### config.mk
export PLATFORM = sky130hd
export DESIGN_NAME = clock_freq_monitor
export DESIGN_NICKNAME = d
export VERILOG_FILES = /design/src/rtl/clkmon_pkg.sv /design/src/rtl/clkmon_channel.sv /design/src/rtl/clock_freq_monitor.sv
export SDC_FILE = /design/constraint.sdc
export NUM_CORES = 1
export LEC_CHECK = 0
export CAP_MARGIN = 10
export CORE_ASPECT_RATIO = 0.7
export CORE_UTILIZATION = 44
export DETAILED_ROUTE_END_ITERATION = 8
export GPL_ROUTABILITY_DRIVEN = 0
export PLACE_DENSITY = 0.74
export SLEW_MARGIN = 20
export SYNTH_ARGS = -nofsm -noshare
export SYNTH_HDL_FRONTEND = slang
export SYNTH_SLANG_ARGS = --single-unit
### constraint.sdc
create_clock -name i_CLK -period 4.1 [get_ports i_CLK]
set_input_delay 0.82 -clock i_CLK [delete_from_list [all_inputs] [get_ports i_CLK]]
set_output_delay 0.82 -clock i_CLK [all_outputs]
set_load 0.05 [all_outputs]
### src/rtl/clkmon_pkg.sv
// Shared types, width helper and default limits for the clock frequency monitor.
package clkmon_pkg;

    typedef enum logic {
        ST_UNLOCKED = 1'b0,
        ST_LOCKED   = 1'b1
    } lock_state_e;

    // Bits needed to hold values 0..value-1.
    function automatic int unsigned clog2(input int unsigned value);
        int unsigned width;
        width = 0;
        for (longint unsigned v = 1; v < longint'(value); v = v << 1) begin
            width++;
        end
        return width;
    endfunction

    // Transitions per 1024-cycle window at a 400 MHz reference, roughly +/-2%.
    localparam int unsigned DefMin74m25  = 186;
    localparam int unsigned DefMax74m25  = 194;
    localparam int unsigned DefMin125m   = 313;
    localparam int unsigned DefMax125m   = 327;
    localparam int unsigned DefMin156m25 = 392;
    localparam int unsigned DefMax156m25 = 408;

endpackage

### src/rtl/clkmon_channel.sv
// One monitored channel: toggle synchroniser, saturating edge counter,
// range compare and lock FSM with a lock-loss pulse on the terminal cycle.
module clkmon_channel
    import clkmon_pkg::*;
#(
    parameter int unsigned CNT_W    = 16,
    parameter int unsigned LOCK_CNT = 4
) (
    input  logic             clk_i,
    input  logic             rst_i,
    input  logic             toggle_i,
    input  logic             terminal_i,
    input  logic [CNT_W-1:0] min_cnt_i,
    input  logic [CNT_W-1:0] max_cnt_i,
    output logic             locked_o,
    output logic [CNT_W-1:0] cnt_o,
    output logic             lock_loss_o
);

    localparam int unsigned RunW = clog2(LOCK_CNT + 1);
    localparam logic [RunW-1:0] RunLast = RunW'(LOCK_CNT - 1);

    logic             sync1_q, sync2_q, hist_q;
    logic             trans;
    logic [CNT_W-1:0] edge_q, edge_d, closing, cnt_q;
    logic             in_range;
    lock_state_e      state_q, state_d;
    logic [RunW-1:0]  run_q, run_d;

    assign trans    = sync2_q ^ hist_q;
    // Saturate rather than wrap so a runaway clock never reads as in range.
    assign closing  = (trans && (edge_q != '1)) ? edge_q + 1'b1 : edge_q;
    assign edge_d   = terminal_i ? '0 : closing;
    assign in_range = (closing >= min_cnt_i) && (closing <= max_cnt_i);

    always_comb begin
        state_d     = state_q;
        run_d       = run_q;
        lock_loss_o = 1'b0;
        if (terminal_i) begin
            case (state_q)
                ST_UNLOCKED: begin
                    if (!in_range) begin
                        run_d = '0;
                    end else if (run_q == RunLast) begin
                        state_d = ST_LOCKED;
                        run_d   = '0;
                    end else begin
                        run_d = run_q + 1'b1;
                    end
                end
                ST_LOCKED: begin
                    if (!in_range) begin
                        state_d     = ST_UNLOCKED;
                        run_d       = '0;
                        lock_loss_o = 1'b1;
                    end
                end
                default: state_d = ST_UNLOCKED;
            endcase
        end
    end

    always_ff @(posedge clk_i or posedge rst_i) begin
        if (rst_i) begin
            sync1_q <= 1'b0;
            sync2_q <= 1'b0;
            hist_q  <= 1'b0;
            edge_q  <= '0;
            cnt_q   <= '0;
            state_q <= ST_UNLOCKED;
            run_q   <= '0;
        end else begin
            sync1_q <= toggle_i;
            sync2_q <= sync1_q;
            hist_q  <= sync2_q;
            edge_q  <= edge_d;
            if (terminal_i) begin
                cnt_q <= closing;
            end
            state_q <= state_d;
            run_q   <= run_d;
        end
    end

    assign locked_o = (state_q == ST_LOCKED);
    assign cnt_o    = cnt_q;

endmodule

### src/rtl/clock_freq_monitor.sv
// Multi-channel clock frequency/health monitor with a shared measurement window.
// Define CLKMON_IRQ_EN to build the sticky lock-loss interrupt flop.
module clock_freq_monitor
    import clkmon_pkg::*;
#(
    parameter int unsigned N_CH     = 3,
    parameter int unsigned WINDOW   = 1024,
    parameter int unsigned CNT_W    = 16,
    parameter int unsigned LOCK_CNT = 4
) (
    input  logic                  i_CLK,
    input  logic                  i_RST,
    input  logic [N_CH-1:0]       i_TOGGLE,
    input  logic [N_CH*CNT_W-1:0] i_MIN_CNT,
    input  logic [N_CH*CNT_W-1:0] i_MAX_CNT,
    input  logic                  i_IRQ_CLR,
    output logic [N_CH-1:0]       o_LOCKED,
    output logic                  o_ALL_LOCKED,
    output logic [N_CH*CNT_W-1:0] o_CNT,
    output logic                  o_WIN_STB,
    output logic                  o_IRQ
);

    localparam int unsigned WinW = clog2(WINDOW);
    localparam logic [WinW-1:0] WinLast = WinW'(WINDOW - 1);

    logic [WinW-1:0] win_q;
    logic            terminal;
    logic            stb_q;
    logic [N_CH-1:0] lock_loss;

    assign terminal = (win_q == WinLast);

    always_ff @(posedge i_CLK or posedge i_RST) begin
        if (i_RST) begin
            win_q <= '0;
            stb_q <= 1'b0;
        end else begin
            win_q <= terminal ? '0 : win_q + 1'b1;
            stb_q <= terminal;
        end
    end

    for (genvar k = 0; k < N_CH; k++) begin : g_ch
        clkmon_channel #(
            .CNT_W    (CNT_W),
            .LOCK_CNT (LOCK_CNT)
        ) u_channel (
            .clk_i       (i_CLK),
            .rst_i       (i_RST),
            .toggle_i    (i_TOGGLE[k]),
            .terminal_i  (terminal),
            .min_cnt_i   (i_MIN_CNT[k*CNT_W +: CNT_W]),
            .max_cnt_i   (i_MAX_CNT[k*CNT_W +: CNT_W]),
            .locked_o    (o_LOCKED[k]),
            .cnt_o       (o_CNT[k*CNT_W +: CNT_W]),
            .lock_loss_o (lock_loss[k])
        );
    end

    assign o_ALL_LOCKED = &o_LOCKED;
    assign o_WIN_STB    = stb_q;

`ifdef CLKMON_IRQ_EN
    logic irq_q;

    // A new loss outranks a coincident clear.
    always_ff @(posedge i_CLK or posedge i_RST) begin
        if (i_RST) begin
            irq_q <= 1'b0;
        end else if (|lock_loss) begin
            irq_q <= 1'b1;
        end else if (i_IRQ_CLR) begin
            irq_q <= 1'b0;
        end
    end

    assign o_IRQ = irq_q;
`else
    logic unused_irq;
    assign unused_irq = i_IRQ_CLR ^ (|lock_loss);
    assign o_IRQ      = 1'b0;
`endif

endmodule

* Yosys cells after proc, flatten, opt, wreduce, memory -nomap -nowiden *
Cells that the tools add are included.

operators by class
  add/sub/neg operators = 7
  $lt $le $gt $ge = 6
  equal/unequal tests = 10
  multiplexer cells = 31
  bitwise logic cells = 6
  reductions and logical operators = 10

operators with widths
  operator                                                          number
  16-bit 2-to-1 mux                                                 6
  16-bit by 1-bit adder with 16-bit output (second input constant)  3
  16-bit greater-or-equal comparator                                3
  16-bit less-or-equal comparator                                   3
  16-bit != test (second input constant)                            3
  3-bit 2-to-1 mux                                                  9
  3-bit case mux with 2 select lines                                3
  10-bit by 1-bit adder with 10-bit output (second input constant)  1
  10-bit == test (second input constant)                            1
  10-bit 2-to-1 mux                                                 1
  3-bit by 1-bit adder with 3-bit output (second input constant)    3
  3-bit by 2-bit == test with 1-bit output (second input constant)  3
  1-bit 2-to-1 mux                                                  9
  1-bit logical AND                                                 6
  2-bit != test (second input constant)                             3
  1-bit case mux with 2 select lines                                3
  2-bit AND reduction                                               3
  1-bit inverter                                                    3
  3-bit AND reduction                                               1
  1-bit XOR                                                         3

storage, ports and cells
  register bits = 128
  input bits = 102
  output and inout bits = 54
  word-level logic and storage cells = 93

* Depth between registers and ports, before layout *
  word-level depth = 7
  gate-level depth with buffers = 14
  gate-level depth less buffers = 14

* Modules after synthesis *
A second synthesis with hierarchy kept.

unflattened totals
  cell total of the unflattened synthesis = 905
  area total of the unflattened synthesis = 8,277.9 um^2

by module, submodules not included
  module              instances  cells each  area an instance (um^2)
  clkmon_channel      3          286         2,590.0
  clock_freq_monitor  1          47          508.0

* Worst setup path before layout *
No wires, ideal clock.

  path kind = reg2reg
  start point = register g_ch[0].u_channel.edge_q[0]
  end point = register g_ch[0].u_channel.run_q[0]
  library setup time = 66 ps
  arrival = 3,297 ps
  path slack = 737 ps
  stages on the path, launching flop included = 15
  clock period less this slack = 3,363 ps
  path through = dfrtp_1 -> ha_1 -> nand3_1 -> or3_1 -> and3b_1 -> and3_1 -> xnor2_1 -> inv_1 -> ha_1 -> nand4_1 -> or4_1 -> a221oi_2 -> nor4_1 -> o41ai_2 -> a22o_1

on the way
  longest elaborated chain between the ends = 7
  elaborated cells on any way between the ends = 11
  classes of those cells = add/sub (1); order compare (2); eq/ne (2); mux (3); reduce/logical (3)

RTL lines
  element                                                                                           line                  RTL
  start: declaration                                                                                clkmon_channel.sv:25  logic [CNT_W-1:0] edge_q, edge_d, closing, cnt_q;
  start signal: assignment                                                                          clkmon_channel.sv:77  edge_q <= edge_d;
  parallel branches: the longest is 2 deep, another holds 16-bit by 1-bit adder with 16-bit output  n/a
  16-bit 2-to-1 mux (*)                                                                             clkmon_channel.sv:32  assign closing = (trans && (edge_q != '1)) ? edge_q + 1'b1 : edge_q;
  net g_ch[0].u_channel.closing[13]                                                                 clkmon_channel.sv:25
  16-bit greater-or-equal comparator or 16-bit less-or-equal comparator (tied branches)             clkmon_channel.sv:34  assign in_range = (closing >= min_cnt_i) && (closing <= max_cnt_i);
  1-bit logical AND (*)                                                                             clkmon_channel.sv:34
  3-bit 2-to-1 mux or 2-bit != test (tied branches)                                                 n/a
  3-bit case mux with 2 select lines or 2-bit AND reduction (tied branches)                         n/a
  end signal: assignment                                                                            clkmon_channel.sv:82  run_q <= run_d;
  end: declaration                                                                                  clkmon_channel.sv:28  logic [RunW-1:0] run_q, run_d;

Mark *: on every way through the listed nets, which the timed path passes.
A chain may end at the register's enable or synchronous reset.

* Worst setup path after layout *
Same ends and word-level chain as after synthesis.

==> results_dict.tcl <==
set metrics [dict create \
    status "complete, no violations" \
    setup_viol_count_final 0 \
    dr.pass1.iters 6 \
    switching_share 0.3135 \
    drc 0 \
    worstSkewPairLatency_ns 0.40 \
    dieWidth_um 163.8 \
    cap_violations 0 \
    htreeDepth 4 \
    drive_above_1_share 0.06797 \
    via_count 6589 \
    p_int_mw 2.825 \
    synthCells 898 \
    grt_pass1_vias 6356 \
    portBuffers 153 \
    clock-sinks 128 \
    synth.avg_cell_area_um2 8.980 \
    fin_util 0.5876 \
    ys_types 55 \
    tightest_slew_ns 0.9485 \
    antennaDiodeCount 0 \
    leakagePower_nw 5.342 \
    dr.first_iter.drc_count 437 \
    ios 156 \
    ys_ff_latch 128 \
    slew_violations 0 \
    p_per_area_nw_per_um2 390.1 \
    crit_start "g_ch[0].u_channel.edge_q[0]$_DFF_PP0_" \
    grt_max_degree 108 \
    power_frac_clock 0.381 \
    synth_flop_cell "dfrtp_1" \
    setup.worst_path.class "reg -> reg" \
    grt_usage 0.2038 \
    critPathCaptureType "register" \
    antenna_found_initial 0 \
    grt_pass1_wl_mm 30.40 \
    yosys-top-cells-count "150 x inv_1, 128 x dfrtp_1, 103 x ha_1, 86 x nand2_1, 76 x nor2_1" \
    cts_setup_buffers 0 \
    floorplan.initialDensity 0.4491 \
    synthesis.nets 1103 \
    syn_area_um2 8064 \
    r2r_cells 14 \
    yosysWarnings 0 \
    crit_fanout 4 \
    switchingPower_mw 1.290 \
    tns_ns 0 \
    seq_area_um2 3203 \
    arrival_ns 4.20 \
    wl_per_cell_um 14.15 \
    fin_skew_ns 0.01281 \
    cts_tree "done" \
    cp_data_required_time_ns 4.44 \
    grt.overflow.total 0 \
    synth_edf_count 0 \
    viasPerCell 5.030 \
    r2r_slack_ns 0.23 \
    dp_hpwl_mm 14.29 \
    max_freq_mhz 258.6 \
    die_area_um2 18880 \
    ys_seq_area_frac 0.3972 \
    vdd_drop_max_uv 320.8 \
    maxSlewHeadroom 0.3677 \
    fin_ws_ns 0.2324 \
    totalWireLength_mm 18.54 \
    finalCritPeriodShare 0.9433 \
    cts_root_buf "clkbuf_16" \
    cts.path.max_buffers 2 \
    total_power_mw 4.116 \
    synth_top_area_cell "dfrtp_1" \
    synth_top_area_frac 0.3972 \
    hold_viol_final 0 \
    crit_end "g_ch[0].u_channel.run_q[0]$_DFFE_PP0P_" \
    stdcell_area_um2 10550 \
    core_um2 17950 \
    postPlaceCellArea_um2 9894 \
    synth_async_sr_flop_share 1.000 \
    p_comb_frac 0.260 \
    hold_class "reg -> reg" \
    yosys.cell_count.top_type "inv_1" \
    r2r_end "g_ch[0].u_channel.run_q[0]$_DFFE_PP0P_" \
    multi_input_area_um2 4227 \
    ant_nets 0 \
    period_needed_ns 3.868 \
    cp-start-kind "register" \
    nets 1266 \
    reg2reg_from "g_ch[0].u_channel.edge_q[0]$_DFF_PP0_" \
    area_growth_pct 30.83 \
    synth_area_leaders "dfrtp_1 40%, ha_1 16%, inv_1 7.0%" \
    hold_buffers 0 \
    die_h_um 115.3 \
    num_rows 41 \
    path_clk_slew_ns 0.06 \
    cts_buffers 17 \
    dpl_worst_slack_ns 0.2427 \
    fill_cells 1592 \
    seq_power_share 0.359 \
]
==> cells in the final DEF (no fill, tap or decap), types with 25 or more instances in the layout <==
cell / count
nand2_1: 86
dfrtp_1: 128
a21oi_1: 34
o21ai_0: 44
nand3_1: 25
nor2_1: 76
clkdlybuf4s50_1: 153
nand4_1: 30
inv_1: 149
xnor2_1: 31
ha_1: 103
==> worst min-delay path by stage <==
| stage | startpoint | end | slack, ns | depth (start not counted) |
|---|---|---|---|---|
| 2_1_floorplan | g_ch[0].u_channel.sync1_q$_DFF_PP0_ | g_ch[0].u_channel.sync2_q$_DFF_PP0_ | 0.33 | 0 |
| 3_3_place_gp | g_ch[0].u_channel.sync1_q$_DFF_PP0_ | g_ch[0].u_channel.sync2_q$_DFF_PP0_ | 0.33 | 0 |
| 3_5_place_dp | g_ch[2].u_channel.sync1_q$_DFF_PP0_ | g_ch[2].u_channel.sync2_q$_DFF_PP0_ | 0.34 | 0 |
| 4_1_cts | g_ch[2].u_channel.sync1_q$_DFF_PP0_ | g_ch[2].u_channel.sync2_q$_DFF_PP0_ | 0.35 | 0 |
| 5_1_grt | g_ch[2].u_channel.sync1_q$_DFF_PP0_ | g_ch[2].u_channel.sync2_q$_DFF_PP0_ | 0.36 | 0 |
| 6_report | g_ch[1].u_channel.sync1_q$_DFF_PP0_ | g_ch[1].u_channel.sync2_q$_DFF_PP0_ | 0.35 | 0 |
==> state kept, by name (all words and copies together) (netlist names) <==
| register | count |
|---|---|
| o_WIN_STB | 1 |
| g_ch.u_channel.hist_q | 3 |
| g_ch.u_channel.edge_q | 48 |
| g_ch.u_channel.cnt_o | 48 |
| g_ch.u_channel.run_q | 9 |
| g_ch.u_channel.sync1_q | 3 |
| win_q | 10 |
| g_ch.u_channel.sync2_q | 3 |
| g_ch.u_channel.locked_o | 3 |
==> stage by stage <==
stage                     hold WS, ns  std cells
final                          0.3501       1310
after global routing           0.3569       1310
after CTS                      0.3535       1310
after detailed placement       0.3385       1278
after global placement         0.3339       1278
after floorplan                0.3312        898
==> metal layers <==
layer,global-route usage,share of wire
met3,0.03968,0.056
met5,0,0
met2,0.3071,0.42
met4,0.04012,0.0052
met1,0.3037,0.52
==> kinds of logic after synthesis <==
group | share of synthesized area
AOI/OAI and AO/OA | 0.1235
xor gates and xnor gates | 0.05632
adders and majority gates | 0.1598
buffers and inverters | 0.08410
DFF | 0.3972
muxes | 0.006517
other | 0.0004650
and+or+nand+nor | 0.1721
==> power groups by stage <==
stage | Sequential [mW] | Clock, mW | Combinational, mW
after detailed placement | 1.50 | 0 | 1.06
after floorplan | 1.47 | 0 | 0.725
after CTS | 1.48 | 1.60 | 1.08
after global routing | 1.49 | 1.66 | 1.24
final | 1.48 | 1.57 | 1.07
after global placement | 1.49 | 0 | 1.02
==> critical path, stage by stage (launching register included) <==
cell and delay, ns:
dfrtp_1 0.40, ha_1 0.19, nand3_1 0.14, or3_4 0.44, and3b_1 0.21, and3_1 0.22, xnor2_2 0.19, inv_1 0.09
ha_1 0.30, nand4_1 0.18, or4_1 0.60, a221oi_2 0.23, nor4_1 0.15, nor3_2 0.27, a22o_1 0.18
==> layout make-up <==
type / count / share of cell area
Sequential cell: 128 / 0.3036
Multi-Input combinational cell: 598 / 0.4006
Inverter: 151 / 0.05408
Tap cell: 236 / 0.02799
Timing Repair Buffer: 165 / 0.1549
Clock buffer: 19 / 0.04198
Clock inverter: 13 / 0.01684
==> what timing repair did <==
action,CTS,global route
endpoints found under the setup margin,0,11
gates resized for setup,0,6
hold endpoints to repair,0,0
(Power assumes the default switching activity.)
